--- config.mk ---
export PLATFORM = sky130hd
export DESIGN_NAME = reg_display_driver
export DESIGN_NICKNAME = d
export VERILOG_FILES = /design/src/rtl/board_io_pkg.sv /design/src/rtl/btn_debounce.sv /design/src/rtl/reg_display_driver.sv
export SDC_FILE = /design/constraint.sdc
export NUM_CORES = 1
export LEC_CHECK = 0
export ABC_AREA = 1
export ABC_CLOCK_PERIOD_IN_PS = 2000
export CORE_ASPECT_RATIO = 0.6
export CORE_MARGIN = 1
export CORE_UTILIZATION = 56
export DETAILED_ROUTE_END_ITERATION = 10
export PLACE_DENSITY_LB_ADDON = 0.2
export SYNTH_ARGS = -nofsm -noshare
export SYNTH_HDL_FRONTEND = slang
export SYNTH_HIERARCHICAL = 1
export SYNTH_SLANG_ARGS = --single-unit
--- constraint.sdc ---
create_clock -name clock_in -period 2 [get_ports clock_in]
set_clock_uncertainty 0.15 [all_clocks]
set_input_delay 0.4 -clock clock_in [delete_from_list [all_inputs] [get_ports clock_in]]
set_output_delay 0.4 -clock clock_in [all_outputs]
set_load 0.01 [all_outputs]
--- src/rtl/board_io_pkg.sv ---
// Shared board front-panel constants: hex-to-segment table, blank codes, default timings.
package board_io_pkg;
  localparam int REFRESH_DIV_DEF     = 50000;
  localparam int DEBOUNCE_CYCLES_DEF = 1000000;

  localparam logic [7:0] SEG_BLANK = 8'hFF;
  localparam logic [3:0] AN_OFF    = 4'b1111;

  // gfedcba, active-low; entry 15 (F) on the left, entry 0 on the right
  localparam logic [15:0][6:0] HEX_SEG = {
    7'h0E, 7'h06, 7'h21, 7'h46, 7'h03, 7'h08, 7'h10, 7'h00,
    7'h78, 7'h02, 7'h12, 7'h19, 7'h30, 7'h24, 7'h79, 7'h40
  };
endpackage

--- src/rtl/btn_debounce.sv ---
// Push-button conditioner: 2-FF synchronizer, counter debounce, rising-edge pulse.
module btn_debounce
  import board_io_pkg::*;
#(
  parameter int DEBOUNCE_CYCLES = DEBOUNCE_CYCLES_DEF
) (
  input  logic clk,
  input  logic rst,
  input  logic btn_raw,
  output logic rise
);
  localparam int CW = $clog2(DEBOUNCE_CYCLES);
  localparam logic [CW-1:0] DC_MAX = CW'(DEBOUNCE_CYCLES - 1);

  logic          s1_q, s1_d, s2_q, s2_d;
  logic          stb_q, stb_d, stb_dly_q, stb_dly_d;
  logic [CW-1:0] dcnt_q, dcnt_d;

  always_comb begin
    s1_d      = btn_raw;
    s2_d      = s1_q;
    stb_d     = stb_q;
    stb_dly_d = stb_q;
    dcnt_d    = dcnt_q;
    if (s2_q == stb_q) begin
      dcnt_d = '0;
    end else if (dcnt_q == DC_MAX) begin
      stb_d  = s2_q;
      dcnt_d = '0;
    end else begin
      dcnt_d = dcnt_q + 1'b1;
    end
  end

  always_ff @(posedge clk or posedge rst) begin
    if (rst) begin
      s1_q      <= 1'b0;
      s2_q      <= 1'b0;
      stb_q     <= 1'b0;
      stb_dly_q <= 1'b0;
      dcnt_q    <= '0;
    end else begin
      s1_q      <= s1_d;
      s2_q      <= s2_d;
      stb_q     <= stb_d;
      stb_dly_q <= stb_dly_d;
      dcnt_q    <= dcnt_d;
    end
  end

  assign rise = stb_q & ~stb_dly_q;
endmodule

--- src/rtl/reg_display_driver.sv ---
// Front panel for the register file debug port: button steps showAddress,
// one half of the returned word is scanned onto a 4-digit active-low 7-seg display.
module reg_display_driver
  import board_io_pkg::*;
#(
  parameter int REFRESH_DIV     = REFRESH_DIV_DEF,
  parameter int DEBOUNCE_CYCLES = DEBOUNCE_CYCLES_DEF
) (
  input  logic        clock_in,
  input  logic        rst,
  input  logic        btn_next,
  input  logic        sw_page,
  input  logic [31:0] display,
  output logic [2:0]  showAddress,
  output logic [3:0]  an,
  output logic [7:0]  seg
);
  localparam int DW = $clog2(REFRESH_DIV);
  localparam logic [DW-1:0] DIV_MAX = DW'(REFRESH_DIV - 1);

  logic          rise, tick;
  logic [DW-1:0] div_q, div_d;
  logic [1:0]    k_q, k_d;
  logic [2:0]    addr_q, addr_d;
  logic [3:0]    an_q, an_d;
  logic [7:0]    seg_q, seg_d;
  logic [15:0]   snap_half_q, snap_half_d, half_sh;
  logic          snap_page_q, snap_page_d;

  btn_debounce #(.DEBOUNCE_CYCLES(DEBOUNCE_CYCLES)) u_btn (
    .clk     (clock_in),
    .rst     (rst),
    .btn_raw (btn_next),
    .rise    (rise)
  );

  assign tick = (div_q == DIV_MAX);

  always_comb begin
    div_d       = tick ? '0 : div_q + 1'b1;
    k_d         = k_q;
    an_d        = an_q;
    seg_d       = seg_q;
    snap_half_d = snap_half_q;
    snap_page_d = snap_page_q;
    addr_d      = rise ? addr_q + 3'd1 : addr_q;
    half_sh     = snap_half_q >> {k_q, 2'b00};
    if (tick) begin
      k_d   = k_q + 2'd1;
      an_d  = ~(4'b0001 << k_q);
      seg_d = {~((k_q == 2'd3) && snap_page_q), HEX_SEG[half_sh[3:0]]};
      // reload only at the frame boundary so a frame never mixes two words
      if (k_q == 2'd3) begin
        snap_page_d = sw_page;
        snap_half_d = sw_page ? display[31:16] : display[15:0];
      end
    end
  end

  always_ff @(posedge clock_in or posedge rst) begin
    if (rst) begin
      div_q       <= '0;
      k_q         <= 2'd0;
      addr_q      <= 3'd0;
      an_q        <= AN_OFF;
      seg_q       <= SEG_BLANK;
      snap_half_q <= 16'h0000;
      snap_page_q <= 1'b0;
    end else begin
      div_q       <= div_d;
      k_q         <= k_d;
      addr_q      <= addr_d;
      an_q        <= an_d;
      seg_q       <= seg_d;
      snap_half_q <= snap_half_d;
      snap_page_q <= snap_page_d;
    end
  end

  assign showAddress = addr_q;
  assign an          = an_q;
  assign seg         = seg_q;
endmodule
# After elaboration in Yosys (flattened, before gate mapping)
# Memories as Yosys holds them, arrays and structs flattened. A register that Yosys moved wholly into a read port is not among the register bits.
# Index checks and enable logic that the tools add are counted.
[classes] reduce_logical=3 add_sub_neg=4 bitwise=5 order_cmp=1 muxes=5 shift=2 eq_ne=4
[ops] operator="2-to-1 mux 20 bit" count=2
[ops] operator="2-to-1 mux 16 bit" count=2
[ops] operator="adder 20 x 1 -> 20 bit, second input constant" count=1
[ops] operator="== test 20 bit, second input constant" count=1
[ops] operator="adder 16 x 1 -> 16 bit, second input constant" count=1
[ops] operator="== test 16 bit, second input constant" count=1
[ops] operator="right shift 16 x 4 -> 4 bit" count=1
[ops] operator="2-to-1 mux 7 bit" count=1
[ops] operator="less-than comparator 4 x 5 -> 1 bit, second input constant" count=1
[ops] operator="NOT 4 bit" count=1
[ops] operator="AND reduction 2 bit" count=2
[ops] operator="<< shifter 1 x 2 -> 4 bit, first input constant" count=1
[ops] operator="adder 3 x 1 -> 3 bit, second input constant" count=1
[ops] operator="NOT 1 bit" count=3
[ops] operator="adder 2 x 1 -> 2 bit, second input constant" count=1
[ops] operator="== test 2 bit, second input constant" count=1
[ops] operator="bitwise AND 1 bit" count=1
[ops] operator="== test 1 bit" count=1
[ops] operator="logical AND 1 bit" count=1
[totals] output_inout_bits=15 rom_bits=112 inputBits=36 word_cells=37 n_memories=1 regBits=74
[memory_table] memory="(no name shown)" words=16 word_bits=7 read_ports=1 rd_ports_with_merged_regs=1 write_ports=0 line="reg_display_driver.sv:51" text="seg_d = {~((k_q == 2'd3) && snap_page_q), HEX_SEG[half_sh[3:0]]};"

# Logic depth before layout (Yosys ltp)
# Gate-level depths: netlist of run 1.
[logic_depth] depth_word=3 mapped_depth=12 mapped_depth_nobuf=11

# Hierarchy
# The synthesis of run 1 kept the hierarchy.
[modules_own_cells] module="reg_display_driver" cells_per_inst=342 instances=1 seq_area_each_um2=1266.2 area_each_um2=2852.7
[modules_own_cells] module="btn_debounce" cells_per_inst=164 instances=1 seq_area_each_um2=600.6 area_each_um2=1297.5

# Worst setup path before layout of run 1
# OpenSTA, ideal clock, no wires.
[synth_path] kind="register to register" start="reg k_q[0]" end="reg seg_q[3], in the netlist seg[3]" setup_time_ps=60 setup_slack_ps=273 required_ps=1790 stages_incl_launch_ff=11 path_buffers=1 arrival_ps=1516 period_less_slack_ps=1727 path_cell_list="dfrtp_1 -> buf_4 -> inv_4 -> nand2_1 -> nand3_1 -> nand2_1 -> ha_1 -> nand3b_1 -> nand3_1 -> nand3_1 -> nand2_1"
[synth_between] elab_chain_cells=1
[synth_rtl] element="start: declaration" line="reg_display_driver.sv:23" text="logic [1:0] k_q, k_d;"
[synth_rtl] element="start signal: assignment" line="reg_display_driver.sv:71" text="k_q <= k_d;"
[synth_rtl] element="right shift 16 x 4 -> 4 bit" line="reg_display_driver.sv:47" text="half_sh = snap_half_q >> {k_q, 2'b00};"
[synth_rtl] element="end: declaration" line="reg_display_driver.sv:26" text="logic [7:0] seg_q, seg_d;"
# Every way passes these cells.
# A chain may end at the register's enable or synchronous reset.

# Worst setup path after layout of run 1
[layout_path] start="reg an_q[0], in the netlist an[0]" end="out an[0]"
[layout_lines] element="start: declaration" line="reg_display_driver.sv:25" text="logic [3:0] an_q, an_d;"
[layout_lines] element="start signal: assignment" line="reg_display_driver.sv:73" text="an_q <= an_d;"
[layout_lines] element="end: declaration" line="reg_display_driver.sv:15" text="output logic [3:0] an,"
# No word-level cell between the ends.

==> results.cfg, run 1 <==
[global_route]
antenna_found_initial = 0
grt_overflow = 0
grt_pass1_wl_um = 16000
grt_usage_pct = 27.4
grt_max_degree = 51
grt_pass1_vias = 3309

[die]
coreArea_um2 = 6910
initial_utilization_pct = 60.1
die_w_um = 113
num_io_pins = 51
row_count = 23
dieHeight_um = 68.7
design.die.area_um2 = 7770

[power]
leakage_nw = 2.30
peakVddDrop_mv = 0.401
total_power_mw = 3.20
powerDensity_nw_per_um2 = 633

[layout]
final_area_um2 = 5060
drive_above_1_share_pct = 15.3
fin_nets = 613
antenna_cells = 0
syn_to_final_growth_pct = 21.8
finalNonFillerCells = 656
filler_cell_count = 517

[synthesis]
synthFlopType = dfrtp_1
synth-seq-cells = 74
synth_seq_area_share_pct = 45.0
syn_area_per_cell_um2 = 8.20
async_flop_share_pct = 100
synth_edf_count = 0
synth_cell_types = 38
synthCells = 506
synth_warnings = 13
syn-num-nets = 555
syn_area_um2 = 4150

[flow_run]
drv_cap = 0

[drt]
drt_pre_antenna_iters = 5
routed_wl_um = 9650
viasPerCell = 5.49
ant_nets = 0
vias = 3600
drtIter0Drc = 298
routedWlPerCell_um = 14.7
drc_errors = 0

[clock_tree]
clock_sinks = 74
cts_tree = yes
h-tree-depth = 3
cts.reportedPaths.clkPinSlew_ns = 0.06
clkLatencyLatePin_ns = 0.34
cts_buffers = 9
cts_root_buffer = clkbuf_16
cts_buffer_depth = 2
cts_hold_buffers = 0

[worst_setup_path]
crit_chain = clkdlybuf4s50_1
cp.arrival_ns = 1.42
critPathKind = reg2out
crit_slowest_cell = clkdlybuf4s50_1
crit_path_end_kind = output port
crit_required_ns = 1.45
critPathMaxStageDelay_ns = 0.55
crit_fanout = 2
crit_family = buffers and inverters
cp-start-kind = flop
worst-path-buf-inv = 1

[worst_hold_path]
hold_class = reg2reg

[timing]
rsz0062_at_grt = no
drv_slew = 0
setup_viol_count_final = 0
fin_crit_ns = 1.97
finalHoldViolations = 0
max_freq_mhz = 508
slew_headroom_pct = 69.3
tightest_slew_ns = 0.456
post-route-period-util_pct = 98.3
fin_tns_setup_ns = 0

[placement]
portBuffers = 50
finalWeightedCongestion = 0.929
hpwl_um = 7130
placed_cell_area_um2 = 4760
numPlacedInstances = 640

[run_status]
status = complete, no violations
-- timing repair --
item                       in CTS  in global routing
pin swaps                       0                  0
buffers inserted                0                  0
setup endpoints to repair       1                 10
gates resized for setup         1                  6
-- routing by layer --
layer	track usage, %	wire [µm]
met5	0	0
met4	8.88	167
met3	7.69	767
met2	40.1	3990
met1	39.3	4730
-- sequential cells by signal (all words and copies together) (netlist names), 2 cells and up --
register / flops
u_btn/dcnt_q: 20
div_q: 16
snap_half_q: 16
seg: 8
an: 4
showAddress: 3
k_q: 2
-- cells in the mapped netlist, types with 3 or more instances --
cell type	number	area (µm²)
nor2_2	10	62.6
nor2_1	61	229
nand3b_1	3	22.5
dfstp_2	12	315
ha_1	13	163
o21ai_1	11	55.1
dfrtp_1	62	1550
inv_2	4	15.0
nor3_1	9	45.0
o21ai_0	17	85.1
buf_2	4	20.0
xor2_1	18	158
nand2_2	9	56.3
a21oi_1	7	35.0
nand3_1	48	240
nand2_1	131	492
mux2_2	17	191
inv_1	40	150
nand4_1	7	43.8
-- cell usage in the layout (no fill, tap or decap), drive strengths merged --
| cell type | instances |
|---|---|
| nand4 | 7 |
| xor2 | 19 |
| nor3b | 2 |
| ha | 13 |
| nand3b | 3 |
| nor2 | 74 |
| mux2 | 17 |
| buf | 6 |
| o21ai | 28 |
| clkbuf | 14 |
| clkdlybuf4s50 | 46 |
| nand3 | 50 |
| dlygate4sd2 | 1 |
| dfrtp | 62 |
| dfstp | 12 |
| clkinv | 4 |
| nor3 | 10 |
| inv | 45 |
| a21oi | 7 |
| xnor2 | 2 |
| and3 | 1 |
| nor4 | 1 |
| or2 | 1 |
| nand2 | 141 |
| dlymetal6s2s | 3 |
-- final timing paths --
check                                           from                    endpoint  slack, ns  cells past startpoint
worst max-delay path               an[0]$_DFFE_PP1N_                       an[0]       0.03                      1
worst min-delay path            u_btn/s1_q$_DFF_PP0_        u_btn/s2_q$_DFF_PP0_       0.20                      0
worst max register to register    k_q[0]$_DFFE_PP0N_          seg[4]$_DFFE_PP1N_       0.16                     10
worst min register to register  u_btn/s1_q$_DFF_PP0_        u_btn/s2_q$_DFF_PP0_       0.20                      0
max in group asynchronous                        rst          seg[3]$_DFFE_PP1N_       1.09                      3
min in group asynchronous                        rst  snap_half_q[1]$_DFFE_PP0P_       0.30                      3
-- report_power, final --
| part | internal (mW) | switching, mW | total, mW |
|---|---|---|---|
| Combinational | 0.0974 | 0.0680 | 0.165 |
| Clock | 0.937 | 0.589 | 1.53 |
| Sequential | 1.51 | 0.00527 | 1.51 |
| Total | 2.54 | 0.662 | 3.20 |
-- final cells by class --
class                      count  area (µm²)  area share, %
sequential                    74        1870           37.0
multi-input combinational    376        2040           40.3
clock buffer                  14         274           5.42
timing repair buffer          56         577           11.4
clock inverter                 2        10.0          0.198
inverter                      47         180           3.56
tap                           87         109           2.15
-- through the flow --
stage	setup WS [ns]	hold WS, ns	util [%]
3_3_place_gp	0.164	0.190	68.9
4_1_cts	0.00401	0.200	73.0
2_1_floorplan	0.269	0.181	-
5_1_grt	0.00793	0.203	73.2
6_report	0.0333	0.198	73.2
3_5_place_dp	0.0536	0.188	68.9
-- cell families (layout without fill, tap and decap cells) --
logic type	count (synthesis)	after routing	share of synthesized area, %
flops	74	74	45.0
xor+xnor	21	21	4.61
compound gates	35	35	4.22
buf+inv	56	119	6.00
fa+ha+maj	13	13	3.92
mux	17	17	4.61
simple gates	290	290	31.7
No activity file was read; power rests on OpenSTA's default activity.
==> run 2: changes to the inputs <==
==> constraint.sdc (replaced) <==
create_clock -name clock_in -period 2 [get_ports clock_in]
set_clock_uncertainty 0.15 [all_clocks]
set_input_delay 0.2 -clock clock_in [delete_from_list [all_inputs] [get_ports clock_in]]
set_output_delay 0.2 -clock clock_in [all_outputs]
set_load 0.01 [all_outputs]
==> run 2 against run 1 <==
  * Cell count grew 0.61%
  * Non-clock buffer count is 4 higher
  * Global-route usage increased by 0.84 points
  * First-iteration DRC count up 34%
  * Clock power grew 29%
  * Total power up 14%
  * Routed wire length up 2.3%
  * Die area unchanged
  * Count of clock-buffer cells in the layout decreased by 3
  * Sequential power about the same
  * Combinational power is essentially flat
  * Critical path depth rose by 8
  * Largest power group unchanged
==> results.cfg, run 2 (synthesis gave the netlist of run 1 again) <==
[global_route]
antenna_found_initial = 0
grt_usage_pct = 28.2
grt_pass1_vias = 3273
grt_max_degree = 50
grt_overflow = 0
grt_pass1_wl_um = 16200

[clock_tree]
clkLatencyLatePin_ns = 0.34
cts_buffer_depth = 2
clock_sinks = 74
h-tree-depth = 3
cts_tree = yes
cts.reportedPaths.clkPinSlew_ns = 0.06
cts_root_buffer = clkbuf_16
cts_buffers = 9

[die]
design.die.area_um2 = 7770
dieHeight_um = 68.7
num_io_pins = 51
row_count = 23
initial_utilization_pct = 60.1
die_w_um = 113
coreArea_um2 = 6910

[worst_setup_path]
worst-path-buf-inv = 2
crit_fanout = 18
r2r_slack_ns = 0.16
crit_slowest_cell = dfrtp_1
crit_required_ns = 2.07
crit_chain = ha_1 -> nand2_2 -> inv_2 -> nand2_2 -> nor2_4 -> nand2_8 -> buf_4 -> o21ai_0 -> nand2_1
critPathMaxStageDelay_ns = 0.37
crit_path_end_kind = flop
cp.arrival_ns = 1.91
cp-start-kind = flop
critPathKind = reg2reg
crit_family = simple AND/OR/NAND/NOR gates
cpMostUsedCell = nand2_2

[layout]
largest_reg_flops = 20
antenna_cells = 0
drive_above_1_share_pct = 15.9
fin_nets = 617
top_register = u_btn/dcnt_q
final_cell_mix = nand2_1 (130), nor2_1 (61), dfrtp_1 (61)
filler_cell_count = 501
regArea_um2 = 1870
largestRegisters = u_btn/dcnt_q x20, div_q x16, snap_half_q x16
final_common_cell = nand2_1
syn_to_final_growth_pct = 24.4
multiInputGateArea_um2 = 2050

[drt]
routedWlPerCell_um = 15.0
ant_nets = 0
routed_wl_um = 9880
drtIter0Drc = 399
vias = 3649
drt_pre_antenna_iters = 5
viasPerCell = 5.53
drc_errors = 0

[timing]
fin_crit_ns = 1.84
slew_headroom_pct = 67.1
rsz0062_at_grt = no
fin_tns_setup_ns = 0
post-route-period-util_pct = 92.0
max_freq_mhz = 544
tightest_slew_ns = 0.489
setup_viol_count_final = 0
drv_slew = 0
finalHoldViolations = 0
hold_slack_ns = 0.151

[flow_run]
drv_cap = 0

[worst_hold_path]
hold_class = in2reg

[power]
powerDensity_nw_per_um2 = 708
leakage_nw = 2.28
peakVddDrop_mv = 0.498

[placement]
hpwl_um = 7030
finalWeightedCongestion = 0.906
portBuffers = 50

[run_status]
status = complete, no violations
-- run 2: changes by cell type in the layout (fill, tap and decap cells not counted), moves of 2 or more --
cell	previous run	this run
clkbuf_8	3	1
dlymetal6s2s_1	3	0
buf_4	4	8
clkinv_2	3	1
bufinv_16	0	4
clkdlybuf4s50_1	46	50
-- run 2: timing repair --
item                                    4_1_cts  5_1_grt
endpoints found under the setup margin        2       14
hold buffers                                  1        0
cloned                                        0        0
hold endpoints to repair                      1        0
gates resized for setup                       1        4
setup buffers                                 0        2
-- run 2: metrics by stage --
stage,setup slack [ns],cell area [µm²],instances,utilization (%),power [mW]
3_3_place_gp,0.153,4760,641,68.9,1.69
2_1_floorplan,0.273,4150,506,-,1.61
3_5_place_dp,0.0331,4760,641,68.9,1.70
6_report,0.161,5160,660,74.7,3.66
5_1_grt,0.0332,5160,660,74.7,3.77
4_1_cts,0.106,5130,658,74.3,3.68
-- run 2: layout make-up --
type                            count  area share, %
Inverter                           47           3.51
Multi-Input combinational cell    376           39.6
Timing Repair Buffer               60           11.4
Sequential cell                    74           36.2
Clock buffer                       11           4.70
Clock inverter                      5           2.42
Tap cell                           87           2.11
-- run 2: metal layers --
metal | vias to the layer above | wire [µm] | global-route usage [%]
met1 | 1700 | 4800 | 40.5
met5 | - | 0 | 0
met3 | 15 | 863 | 9.18
li1 | 1746 | - | -
met4 | 0 | 138 | 7.89
met2 | 188 | 4070 | 41.0
-- run 2: where the power goes --
part | total (mW) | switching, mW | internal (mW) | leakage, nW
registers | 1.51 | 0.00577 | 1.51 | 0.878
clock network | 1.98 | 0.606 | 1.38 | 0.180
logic | 0.162 | 0.0659 | 0.0958 | 1.22
-- run 2: worst paths after layout --
check                                startpoint                    endpoint  depth (start not counted)
max                          div_q[1]$_DFF_PP0_  snap_half_q[0]$_DFFE_PP0P_                          9
min                                    btn_next        u_btn/s1_q$_DFF_PP0_                          1
max reg2reg                  div_q[1]$_DFF_PP0_  snap_half_q[0]$_DFFE_PP0P_                          9
min reg2reg                u_btn/s1_q$_DFF_PP0_        u_btn/s2_q$_DFF_PP0_                          0
max in group asynchronous                   rst           an[2]$_DFFE_PP1N_                          4
min in group asynchronous                   rst  showAddress[1]$_DFFE_PP0P_                          3
